--- src/rtl/axi_interconnect_pkg.sv ---
// Shared AXI interconnect types: AR FSM state encoding, AR attribute widths
// and the packed attribute bundle carried through the read-address holding stage.
package axi_interconnect_pkg;

  typedef enum logic {
    ST_IDLE = 1'b0,
    ST_BUSY = 1'b1
  } ar_state_e;

  localparam int AR_SIZE_W   = 3;
  localparam int AR_BURST_W  = 2;
  localparam int AR_LOCK_W   = 2;
  localparam int AR_CACHE_W  = 4;
  localparam int AR_PROT_W   = 3;
  localparam int AR_QOS_W    = 4;
  localparam int AR_REGION_W = 4;

  // Fixed-width AR attributes; address and length widths are parameters of the user.
  typedef struct packed {
    logic [AR_SIZE_W-1:0]   size;
    logic [AR_BURST_W-1:0]  burst;
    logic [AR_LOCK_W-1:0]   lock;
    logic [AR_CACHE_W-1:0]  cache;
    logic [AR_PROT_W-1:0]   prot;
    logic [AR_QOS_W-1:0]    qos;
    logic [AR_REGION_W-1:0] region;
  } ar_attr_t;

endpackage

--- src/rtl/ar_rr_arbiter.sv ---
// Combinational 2-way round-robin grant, one-hot output.
// With QOS_ARB_EN defined, the higher arqos wins contention before round-robin.
module ar_rr_arbiter
  import axi_interconnect_pkg::*;
(
  input  logic                valid0,
  input  logic                valid1,
  input  logic                last_grant,
`ifdef QOS_ARB_EN
  input  logic [AR_QOS_W-1:0] qos0,
  input  logic [AR_QOS_W-1:0] qos1,
`endif
  output logic [1:0]          grant
);

  logic pick1;

  always_comb begin
    pick1 = ~last_grant;
`ifdef QOS_ARB_EN
    if (qos0 > qos1)      pick1 = 1'b0;
    else if (qos1 > qos0) pick1 = 1'b1;
`endif
    if (valid0 && valid1) grant = pick1 ? 2'b10 : 2'b01;
    else                  grant = {valid1, valid0};
  end

endmodule

--- src/rtl/read_addr_channel_arb.sv ---
// AR channel arbiter: round-robin between S00/S01 into a one-entry holding stage
// presented to the read address decoder. QOS_ARB_EN enables arqos-priority arbitration.
module read_addr_channel_arb
  import axi_interconnect_pkg::*;
#(
  parameter int Address_width   = 32,
  parameter int AXI4_AR_len     = 8,
  parameter int Masters_ID_Size = 1
) (
  input  logic                       ACLK,
  input  logic                       ARESET,
  input  logic [Address_width-1:0]   S00_AXI_araddr,
  input  logic [AXI4_AR_len-1:0]     S00_AXI_arlen,
  input  logic [AR_SIZE_W-1:0]       S00_AXI_arsize,
  input  logic [AR_BURST_W-1:0]      S00_AXI_arburst,
  input  logic [AR_LOCK_W-1:0]       S00_AXI_arlock,
  input  logic [AR_CACHE_W-1:0]      S00_AXI_arcache,
  input  logic [AR_PROT_W-1:0]       S00_AXI_arprot,
  input  logic [AR_QOS_W-1:0]        S00_AXI_arqos,
  input  logic [AR_REGION_W-1:0]     S00_AXI_arregion,
  input  logic                       S00_AXI_arvalid,
  output logic                       S00_AXI_arready,
  input  logic [Address_width-1:0]   S01_AXI_araddr,
  input  logic [AXI4_AR_len-1:0]     S01_AXI_arlen,
  input  logic [AR_SIZE_W-1:0]       S01_AXI_arsize,
  input  logic [AR_BURST_W-1:0]      S01_AXI_arburst,
  input  logic [AR_LOCK_W-1:0]       S01_AXI_arlock,
  input  logic [AR_CACHE_W-1:0]      S01_AXI_arcache,
  input  logic [AR_PROT_W-1:0]       S01_AXI_arprot,
  input  logic [AR_QOS_W-1:0]        S01_AXI_arqos,
  input  logic [AR_REGION_W-1:0]     S01_AXI_arregion,
  input  logic                       S01_AXI_arvalid,
  output logic                       S01_AXI_arready,
  output logic [Masters_ID_Size-1:0] Master_AXI_araddr_ID,
  output logic [Address_width-1:0]   Master_AXI_araddr,
  output logic [AXI4_AR_len-1:0]     Master_AXI_arlen,
  output logic [AR_SIZE_W-1:0]       Master_AXI_arsize,
  output logic [AR_BURST_W-1:0]      Master_AXI_arburst,
  output logic [AR_LOCK_W-1:0]       Master_AXI_arlock,
  output logic [AR_CACHE_W-1:0]      Master_AXI_arcache,
  output logic [AR_PROT_W-1:0]       Master_AXI_arprot,
  output logic [AR_QOS_W-1:0]        Master_AXI_arqos,
  output logic [AR_REGION_W-1:0]     Master_AXI_arregion,
  output logic                       Master_AXI_arvalid,
  input  logic                       Sel_Slave_Ready
);

  ar_state_e                  state, state_nxt;
  logic                       last_grant;
  logic [1:0]                 grant;
  logic                       accept;
  ar_attr_t                   attr0, attr1, attr_q;
  logic [Address_width-1:0]   addr_q;
  logic [AXI4_AR_len-1:0]     len_q;
  logic [Masters_ID_Size-1:0] id_q;

  assign attr0 = '{S00_AXI_arsize, S00_AXI_arburst, S00_AXI_arlock, S00_AXI_arcache,
                   S00_AXI_arprot, S00_AXI_arqos, S00_AXI_arregion};
  assign attr1 = '{S01_AXI_arsize, S01_AXI_arburst, S01_AXI_arlock, S01_AXI_arcache,
                   S01_AXI_arprot, S01_AXI_arqos, S01_AXI_arregion};

  ar_rr_arbiter u_arb (
    .valid0     (S00_AXI_arvalid),
    .valid1     (S01_AXI_arvalid),
    .last_grant (last_grant),
`ifdef QOS_ARB_EN
    .qos0       (S00_AXI_arqos),
    .qos1       (S01_AXI_arqos),
`endif
    .grant      (grant)
  );

  // arready depends only on arvalid and state, never on Sel_Slave_Ready.
  always_comb begin
    state_nxt       = state;
    S00_AXI_arready = 1'b0;
    S01_AXI_arready = 1'b0;
    accept          = 1'b0;
    case (state)
      ST_IDLE: begin
        if (!ARESET) begin
          S00_AXI_arready = grant[0];
          S01_AXI_arready = grant[1];
          accept          = |grant;
        end
        if (accept) state_nxt = ST_BUSY;
      end
      ST_BUSY: if (Sel_Slave_Ready) state_nxt = ST_IDLE;
      default: state_nxt = ST_IDLE;
    endcase
  end

  always_ff @(posedge ACLK or posedge ARESET) begin
    if (ARESET) begin
      state      <= ST_IDLE;
      last_grant <= 1'b1;
      id_q       <= '0;
      addr_q     <= '0;
      len_q      <= '0;
      attr_q     <= '0;
    end else begin
      state <= state_nxt;
      if (accept) begin
        last_grant <= grant[1];
        id_q       <= Masters_ID_Size'(grant[1]);
        addr_q     <= grant[1] ? S01_AXI_araddr : S00_AXI_araddr;
        len_q      <= grant[1] ? S01_AXI_arlen  : S00_AXI_arlen;
        attr_q     <= grant[1] ? attr1 : attr0;
      end
    end
  end

  assign Master_AXI_arvalid   = (state == ST_BUSY);
  assign Master_AXI_araddr_ID = id_q;
  assign Master_AXI_araddr    = addr_q;
  assign Master_AXI_arlen     = len_q;
  assign Master_AXI_arsize    = attr_q.size;
  assign Master_AXI_arburst   = attr_q.burst;
  assign Master_AXI_arlock    = attr_q.lock;
  assign Master_AXI_arcache   = attr_q.cache;
  assign Master_AXI_arprot    = attr_q.prot;
  assign Master_AXI_arqos     = attr_q.qos;
  assign Master_AXI_arregion  = attr_q.region;

endmodule

--- config.mk ---
export PLATFORM = sky130hd
export DESIGN_NAME = read_addr_channel_arb
export DESIGN_NICKNAME = d
export VERILOG_FILES = /design/src/rtl/axi_interconnect_pkg.sv /design/src/rtl/ar_rr_arbiter.sv /design/src/rtl/read_addr_channel_arb.sv
export SDC_FILE = /design/constraint.sdc
export NUM_CORES = 1
export LEC_CHECK = 0
export ABC_AREA = 1
export ABC_CLOCK_PERIOD_IN_PS = 3300
export BUFFER_PORTS_ARGS = -buffer_cell sky130_fd_sc_hd__buf_2
export CAP_MARGIN = 30
export CORE_UTILIZATION = 48
export DETAILED_ROUTE_END_ITERATION = 16
export PLACE_DENSITY = 0.86
export SLEW_MARGIN = 25
export SYNTH_ARGS = -nofsm -noshare
export SYNTH_HDL_FRONTEND = slang
export SYNTH_SLANG_ARGS = --single-unit
--- constraint.sdc ---
create_clock -name ACLK -period 3.3 [get_ports ACLK]
set_input_delay 0.66 -clock ACLK [delete_from_list [all_inputs] [get_ports ACLK]]
set_output_delay 0.66 -clock ACLK [all_outputs]
set_load 0.02 [all_outputs]
Yosys cells after proc, flatten, opt, wreduce, memory -nomap -nowiden
Index checks and enable logic that the tools add are counted.
Widths: inputs -> output; s select.
- bits in registers: 65
- input bits: 129
- output and inout bits: 66
- word-level logic and storage cells: 30
- muxes and demuxes: 15
- bitwise operators: 1
- reduce and logical (&&, ||, !) cells: 2
- operators with widths (kind ; number):
    $mux 32 ; 1
    $mux 22 ; 1
    $mux 1 ; 9
    $mux 8 ; 1
    $mux 2 ; 2
    $pmux 1 s2 ; 1
    $reduce_or 2->1 ; 1
    $logic_and 1x1->1 ; 1
    $not 1->1 ; 1

Logic depth before layout (Yosys ltp)
Gate-level depths: netlist (run 1).
- depth in word-level cells: 7
- mapped depth: 7
- gate-level depth less buffers: 6

Cells and area by module
Synthesis (run 1) repeated with hierarchy kept, for this count alone.
- cells, all modules: 491
- area total of the unflattened synthesis: 3397.0 um2
- by module, submodules not included (module ; instances ; cells an instance ; area each (um2)):
    read_addr_channel_arb ; 1 ; 486 ; 3375.7
    ar_rr_arbiter ; 1 ; 5 ; 21.3

Worst setup path before layout (run 1)
OpenSTA, ideal clock, no wires.
- kind: input to output
- from: input port S01_AXI_arvalid
- to: output port S01_AXI_arready
- arrival time: 1.365 ns
- data required time: 2.640 ns
- setup slack: 1.275 ns
- stages: 5
- buffers on the path: 3
- cells stage by stage: buf_2 -> nand3_4 -> buf_6 -> buf_4 -> inv_1
- cells in the longest elaborated chain, start to end: 4
- ends and longest elaborated chain (element ; RTL line ; RTL):
    start: declaration ; read_addr_channel_arb.sv:32 ; input logic S01_AXI_arvalid,
    $logic_and 1x1->1 ; ar_rr_arbiter.sv:24 ; if (valid0 && valid1) grant = pick1 ? 2'b10 : 2'b01;
    $mux 2 * ; ar_rr_arbiter.sv:24 ;
    $mux 1 * ; read_addr_channel_arb.sv:81 ; if (!ARESET) begin
    $mux 1 * ; read_addr_channel_arb.sv:79 ; case (state)
    end: declaration ; read_addr_channel_arb.sv:33 ; output logic S01_AXI_arready,
Mark *: on every way between the ends. The rest lies on a longest branch, timed or not.

Worst setup path in the final report (run 1)
- from: register last_grant
- to: output port S01_AXI_arready
- cells in the longest elaborated chain, start to end: 4
- ends and longest elaborated chain (element ; RTL line ; RTL):
    start: declaration ; read_addr_channel_arb.sv:49 ; logic last_grant;
    start signal: assignment ; read_addr_channel_arb.sv:104 ; last_grant <= grant[1];
    $mux 2 (2 in a row) ; ar_rr_arbiter.sv:24 ;
    $mux 1 ; read_addr_channel_arb.sv:81 ;
    $mux 1 ; read_addr_channel_arb.sv:79 ;
No other way between the ends.

==> results_dict.tcl, run 1 <==
set metrics [dict create \
    cts_setup_buffers 0 \
    synth-seq-cells 65 \
    grt_pass1_wl_um 15500 \
    global_routing_usage_on_met2 0.436 \
    final.hold.worst_slack_ps 479 \
    initial_antenna_violation_count 0 \
    maximum_number_of_pins_on_one_net_before_global_route_repair 66 \
    status "completed" \
    gr-usage-met3 0.0481 \
    detail_route.first_pass.iterations 5 \
    post_synth_xor_area_fraction 0 \
    cell_breakdown_of_the_critical_path "nand2_2 -> nand3_4 -> inv_1 -> buf_2" \
    finalCritPeriodShare 0.790 \
    finish.instance_area_mm2 0.00463 \
    syn_nets 622 \
    post_synth_num_cell_types 14 \
    setup_viol 0 \
    grt.overflow.total 0 \
    synth_adder_area_share 0 \
    final.setup.worst_slack_ps 694 \
    clock_tree.buffer_depth 2 \
    globalRouteMet1Util 0.326 \
    power.leakage_uw 0.00288 \
    power.ir.vdd_worst_uv 577 \
    dominant_combinational_cell_family_by_area_after_synthesis "simple AND/OR/NAND/NOR gates" \
    placeableCoreArea_mm2 0.00694 \
    cp-start-kind "register" \
    slowest_delay_ps 560 \
    post_synth_mux_area_share 0 \
    flow.area_growth_from_synthesis_pct 31.3 \
    min-delay-path-class "register to register" \
    report.power.total_uw 3970 \
    crit_family "simple AND/OR/NAND/NOR gates" \
    vias_per_cell 5.05 \
    route.detailed.wl_per_inst_um 12.9 \
    design.final.nets 798 \
    design.die.area_mm2 0.00769 \
    detailedRoute.firstIterationViolations 192 \
    boundaryPins 195 \
    ctsHtreeMaxLevel 3 \
    final_period_minus_worst_setup_slack_ps 2610 \
    timing.critical_path.slowest_stage_cell "dfstp_2" \
    cts_sinks 65 \
    synthSimpleGateAreaFrac 0.462 \
    ant_nets 0 \
    timing.setup.tns_ps 0 \
    post_detailed_placement_half_perimeter_wirelength_um 7120 \
    cts-buffers-inserted 9 \
    max-cap-violations 0 \
    finalWeightedCongestion 0.786 \
    area.sequential_mm2 0.00163 \
    ys.warnings.count 0 \
    worst_ep_required_time_ps 2640 \
    power_per_cell_area_mw_per_mm2 859 \
    die_h_um 87.7 \
    timing.critical_path.to_type "output pin" \
    synth_sequential_area_ratio 0.462 \
    initial_utilization 0.508 \
    tightestPinTransition_ps 794 \
    cts.hold.buffers_added 0 \
    postSynthAreaPerCell_um2 7.15 \
    dpl-instance-area_mm2 0.00445 \
    post_cts_resize_count 0 \
    clk-insertion-delay-late_ps 320 \
    remaining_drc_errors 0 \
    clk_pin_slew_worst_paths_ps 60 \
    critPathKind "register to output pin" \
    die_x_um 87.7 \
    multi_input_area_mm2 0.00164 \
    rsz0062_at_grt "false" \
    via_count_of_the_first_global_routing_pass 3449 \
    share_of_post_route_cells_with_drive_strength_above_1 0.337 \
    synth.cell_area_mm2 0.00352 \
    compound_gate_fraction_of_synth_area 0.00213 \
    max-slew-margin-rel 0.471 \
    detail_route.wirelength_um 9930 \
    critPathArrivalTime_ps 1950 \
    worst_setup_slack_before_clock_tree_synthesis_ps 610 \
    critPathMaxFanout 33 \
    final_hold_viol_count 0 \
    tritoncts "yes" \
    cts-root-buf "clkbuf_8" \
    fmax_mhz 384 \
    grt-busiest-layer "met2" \
    fillCellCount 597 \
    dr_total_vias 3886 \
    numPortBuffers 194 \
    std_cell_rows 30 \
    grt_usage 0.257 \
    num_antenna_cells 0 \
    finClkSkew_ps 8.62 \
    drv_slew 0 \
    critPathBufInv 2 \
    netlist_instances 493 \
]
-- power by group --
group	leakage, uW	total, uW	switching, uW	internal, uW
Combinational	0.00197	1910	1270	648
Clock	0.0000980	610	283	327
Sequential	0.000810	1450	241	1210
Total	0.00288	3970	1790	2180
-- synthesized netlist by cell type --
| cell type | number | area [um^2] |
|---|---|---|
| buf_6 | 7 | 78.8 |
| nand3_1 | 124 | 621 |
| inv_1 | 5 | 18.8 |
| nand3_2 | 1 | 10.0 |
| buf_4 | 4 | 30.0 |
| nand2_2 | 3 | 18.8 |
| dfrtp_1 | 64 | 1600 |
| o211ai_1 | 1 | 7.51 |
| dfstp_2 | 1 | 26.3 |
| nand2_1 | 253 | 950 |
| buf_2 | 23 | 115 |
| nand3_4 | 1 | 17.5 |
| nor2_4 | 1 | 11.3 |
| clkbuf_1 | 5 | 18.8 |
-- final timing paths --
kind	from	slack [ps]	cells past startpoint	to
worst max register to register	last_grant	950	6	Master_AXI_arlen[5]
worst max-delay path	last_grant	690	4	S01_AXI_arready
worst min-delay path	Master_AXI_araddr_ID	480	2	Master_AXI_araddr_ID
worst min register to register	Master_AXI_araddr_ID	480	2	Master_AXI_araddr_ID
min in group asynchronous	ARESET	600	3	Master_AXI_arvalid
max in group asynchronous	ARESET	2190	3	Master_AXI_araddr[27]
-- cell families after synthesis --
kind of cell,Yosys count
flip-flops,65
AND/OR/NAND/NOR,383
AO/OA/AOI/OAI,1
buffers and inverters,44
-- sequential cells by signal, summed over array words and instances, names as in the netlist --
register / cells
Master_AXI_araddr: 32
Master_AXI_araddr_ID: 1
Master_AXI_arburst: 2
Master_AXI_arcache: 4
Master_AXI_arlen: 8
Master_AXI_arlock: 2
Master_AXI_arprot: 3
Master_AXI_arqos: 4
Master_AXI_arregion: 4
Master_AXI_arsize: 3
Master_AXI_arvalid: 1
last_grant: 1
-- final cells by class --
class,count,share of cell area
sequential,65,0.352
clock buffer,12,0.0357
inverter,5,0.00406
timing repair buffer,204,0.226
tap,96,0.0260
clock inverter,3,0.00324
multi-input combinational,384,0.353
-- worst min-delay path: cells and delay by family, from the launching register on --
family           cells  cell delay [ps]
DFF                  1              350
and+or+nand+nor      2               90
-- placed cells by master, fill, tap and decap left out --
| cell | instances |
|---|---|
| nand2_1 | 253 |
| buf_2 | 194 |
| nand3_1 | 124 |
| dfrtp_1 | 64 |
| clkbuf_8 | 12 |
| buf_4 | 10 |
| inv_1 | 4 |
| nand2_2 | 3 |
| clkinv_2 | 3 |
| nor2_4 | 1 |
| nand3_2 | 1 |
| nand3_4 | 1 |
| o211ai_1 | 1 |
| inv_2 | 1 |
| dfstp_2 | 1 |
-- per-layer routing --
metal,vias up,part of all wire
met3,14,0.064
met2,172,0.49
li1,1924,-
met4,0,0.012
met1,1776,0.44
met5,-,0
-- metrics by stage --
step,utilization,instances
after detailed placement,0.641,754
after floorplan,-,493
after global routing,0.666,769
final,0.666,769
after CTS,0.666,769
after global placement,0.641,754
Note: power is estimated with default switching activity, not from simulation.
==> run 2, diff against run 1 <==
- ABC_AREA: 1 -> 0
- ABC_CLOCK_PERIOD_IN_PS: 3300 -> 2400
- CORE_UTILIZATION: 48 -> 43
- PLACE_DENSITY: 0.86 -> 0.8
- clock period: 3.3 -> 2.4 ns (I/O delays scaled with it)
==> run 2 against run 1 <==
Final cell count is 33% lower; critical endpoint is now S00_AXI_arready; critical path type unchanged; register-to-register slack got worse by 420 ps; routed wire length shrank 30%; die area up 1.6%; utilization shrank 5.3 points; sequential share of layout area up 1.6 points; clock skew is 4.4 ps higher; global-route usage down 7.8 points; combinational power fell by 22%; synthesized cell count fell by 56%; via count down 36%.
==> results_dict.tcl, run 2 <==
set metrics [dict create \
    clock_tree.buffer_depth 2 \
    sw_frac_of_total 0.351 \
    grt_pass1_wl_um 10800 \
    most-common-layout-cells "buf_2, mux2_2, dfrtp_1" \
    pwr-share-seq 0.406 \
    netlist_top_cells_count "mux2_2, dfrtp_1, mux2_1" \
    detail_route.first_pass.iterations 4 \
    cts-buffers-inserted 9 \
    grt_usage 0.179 \
    initial_utilization 0.445 \
    synth-seq-cells 65 \
    power.ir.vdd_worst_uv 377 \
    synth_enable_flop_cells 0 \
    postLayoutCoreUtil 0.613 \
    vias_per_cell 4.80 \
    synthArstFlopShare 1.00 \
    ctsHtreeMaxLevel 3 \
    die_h_um 88.4 \
    clk_pin_slew_worst_paths_ps 80 \
    synth_top_area_cell "dfrtp_1" \
    post_detailed_placement_half_perimeter_wirelength_um 5310 \
    net_load_switching_power_uw 1370 \
    initial_antenna_violation_count 0 \
    drv_slew 0 \
    placeableCoreArea_mm2 0.00721 \
    critPathArrivalTime_ps 1430 \
    std_cell_rows 31 \
    intPower_uw 2540 \
    max-cap-violations 0 \
    ant_nets 0 \
    dpl-instance-area_mm2 0.00424 \
    power.clock.fraction 0.211 \
    clk-insertion-delay-late_ps 330 \
    worst_ep_required_time_ps 1920 \
    power.leakage_uw 0.00219 \
    synth-main-ff-cell "dfrtp_1" \
    numPortBuffers 194 \
    timing.critical_path.to_type "output pin" \
    synth_sequential_area_ratio 0.507 \
    syn_nets 344 \
    via_count_of_the_first_global_routing_pass 2522 \
    critPathKind "register to output pin" \
    setup_viol 0 \
    detailedRoute.firstIterationViolations 23 \
    design.final.nets 541 \
    post_synth_main_area_contributors "dfrtp_1, mux2_2, mux2_1" \
    status "completed" \
    num_antenna_cells 0 \
    finish.instance_area_mm2 0.00442 \
    cts-root-buf "clkbuf_8" \
    largest_reg_flops 32 \
    synth.cell_area_mm2 0.00321 \
    postSynthAreaPerCell_um2 14.9 \
    cts_sinks 65 \
    worst_setup_slack_before_clock_tree_synthesis_ps 385 \
    detail_route.wirelength_um 6970 \
    critPathMaxFanout 4 \
    rsz0062_at_grt "false" \
    min-delay-path-class "input pin to asynchronous set/reset pin" \
    mostFrequentLayoutCell "buf_2" \
    fmax_mhz 524 \
    max-slew-margin-rel 0.470 \
    design.die.area_mm2 0.00781 \
    post-synth-top-count-cell "mux2_2" \
    final_period_minus_worst_setup_slack_ps 1910 \
    post_synth_num_cell_types 17 \
    tritoncts "yes" \
    cts.hold.buffers_added 0 \
    ys.warnings.count 0 \
    flow.area_growth_from_synthesis_pct 37.9 \
    tightestPinTransition_ps 795 \
    timing.setup.tns_ps 0 \
    cts_setup_buffers 0 \
    post_cts_resize_count 0 \
    die_x_um 88.4 \
    maximum_number_of_pins_on_one_net_before_global_route_repair 64 \
    remaining_drc_errors 0 \
    route.detailed.wl_per_inst_um 13.5 \
    yosys_top_cell_area_share 0.499 \
    finalCritPeriodShare 0.795 \
    share_of_post_route_cells_with_drive_strength_above_1 0.681 \
    boundaryPins 195 \
    netlist_instances 215 \
    pwr-share-comb 0.383 \
    cp-start-kind "register" \
    dr_total_vias 2479 \
    finalWeightedCongestion 0.710 \
    final_hold_viol_count 0 \
    finClkSkew_ps 13.0 \
    power_per_cell_area_mw_per_mm2 882 \
    final.setup.worst_slack_ps 492 \
    grt.overflow.total 0 \
]
[run 2: changes by cell type after synthesis, moves of 2 or more]
cell	change
nand2_1	-252
nand3_1	-124
mux2_2	+65
mux2_1	+59
buf_2	-17
clkbuf_1	-5
buf_4	-4
nand2_2	-3
inv_1	-2
[run 2: area by class of cell]
| cell class | instances | area, um^2 |
|---|---|---|
| well taps | 99 | 124 |
| repair buffers | 199 | 1010 |
| fillers | 606 | 2790 |
| inverters | 3 | 11.3 |
| clock buffers | 11 | 151 |
| flip-flops and latches | 65 | 1630 |
| clock inverters | 5 | 30.0 |
| multi-input cells | 134 | 1470 |
[run 2: per-layer routing]
metal / global-route usage / share of wire / up-vias
met5: 0 / 0 / -
met4: 0.0660 / 0.0075 / 0
met3: 0.0513 / 0.084 / 6
met2: 0.343 / 0.52 / 112
met1: 0.183 / 0.38 / 1193
li1: - / - / 1168
[run 2: stage by stage]
| step | total power (uW) | hold slack [ps] | instances |
|---|---|---|---|
| floorplan | 2600 | 554 | 215 |
| global placement | 3080 | 483 | 500 |
| detailed placement | 3120 | 488 | 500 |
| CTS | 3960 | 163 | 516 |
| global route | 4150 | 190 | 516 |
| finish | 3900 | 158 | 516 |
[run 2: path summary, 6_finish.rpt]
check                                 startpoint               endpoint  slack (ps)  cells after the start
setup / recovery              Master_AXI_arvalid        S00_AXI_arready         490                      3
hold reg to reg            Master_AXI_araddr[26]  Master_AXI_araddr[26]         500                      1
max in group asynchronous                 ARESET  Master_AXI_araddr[22]        1500                      3
setup reg to reg                      last_grant  Master_AXI_araddr[13]         530                      4
hold / removal                            ARESET    Master_AXI_arqos[1]         160                      2
min in group ACLK                Sel_Slave_Ready     Master_AXI_arvalid         350                      2
[run 2: worst max-delay path, cell delays in order (launching register included)]
cell and delay, ps:
dfrtp_1 410, nor2_1 280, and3b_1 250, buf_2 170
[run 2: kinds of logic (layout without fill, tap and decap cells)]
family          Yosys count  in the layout  synth area share
mux                     124            124             0.435
compound gates            5              5            0.0113
buf+inv                  16            218            0.0374
simple gates              5              5           0.00858
flops                    65             65             0.507
[run 2: power groups by stage]
stage / Clock, uW / Combinational [uW] / Sequential [uW]
CTS: 858 / 1520 / 1590
global route: 897 / 1620 / 1630
floorplan: 0 / 573 / 2020
finish: 824 / 1490 / 1590
global placement: 0 / 1480 / 1590
detailed placement: 0 / 1520 / 1610
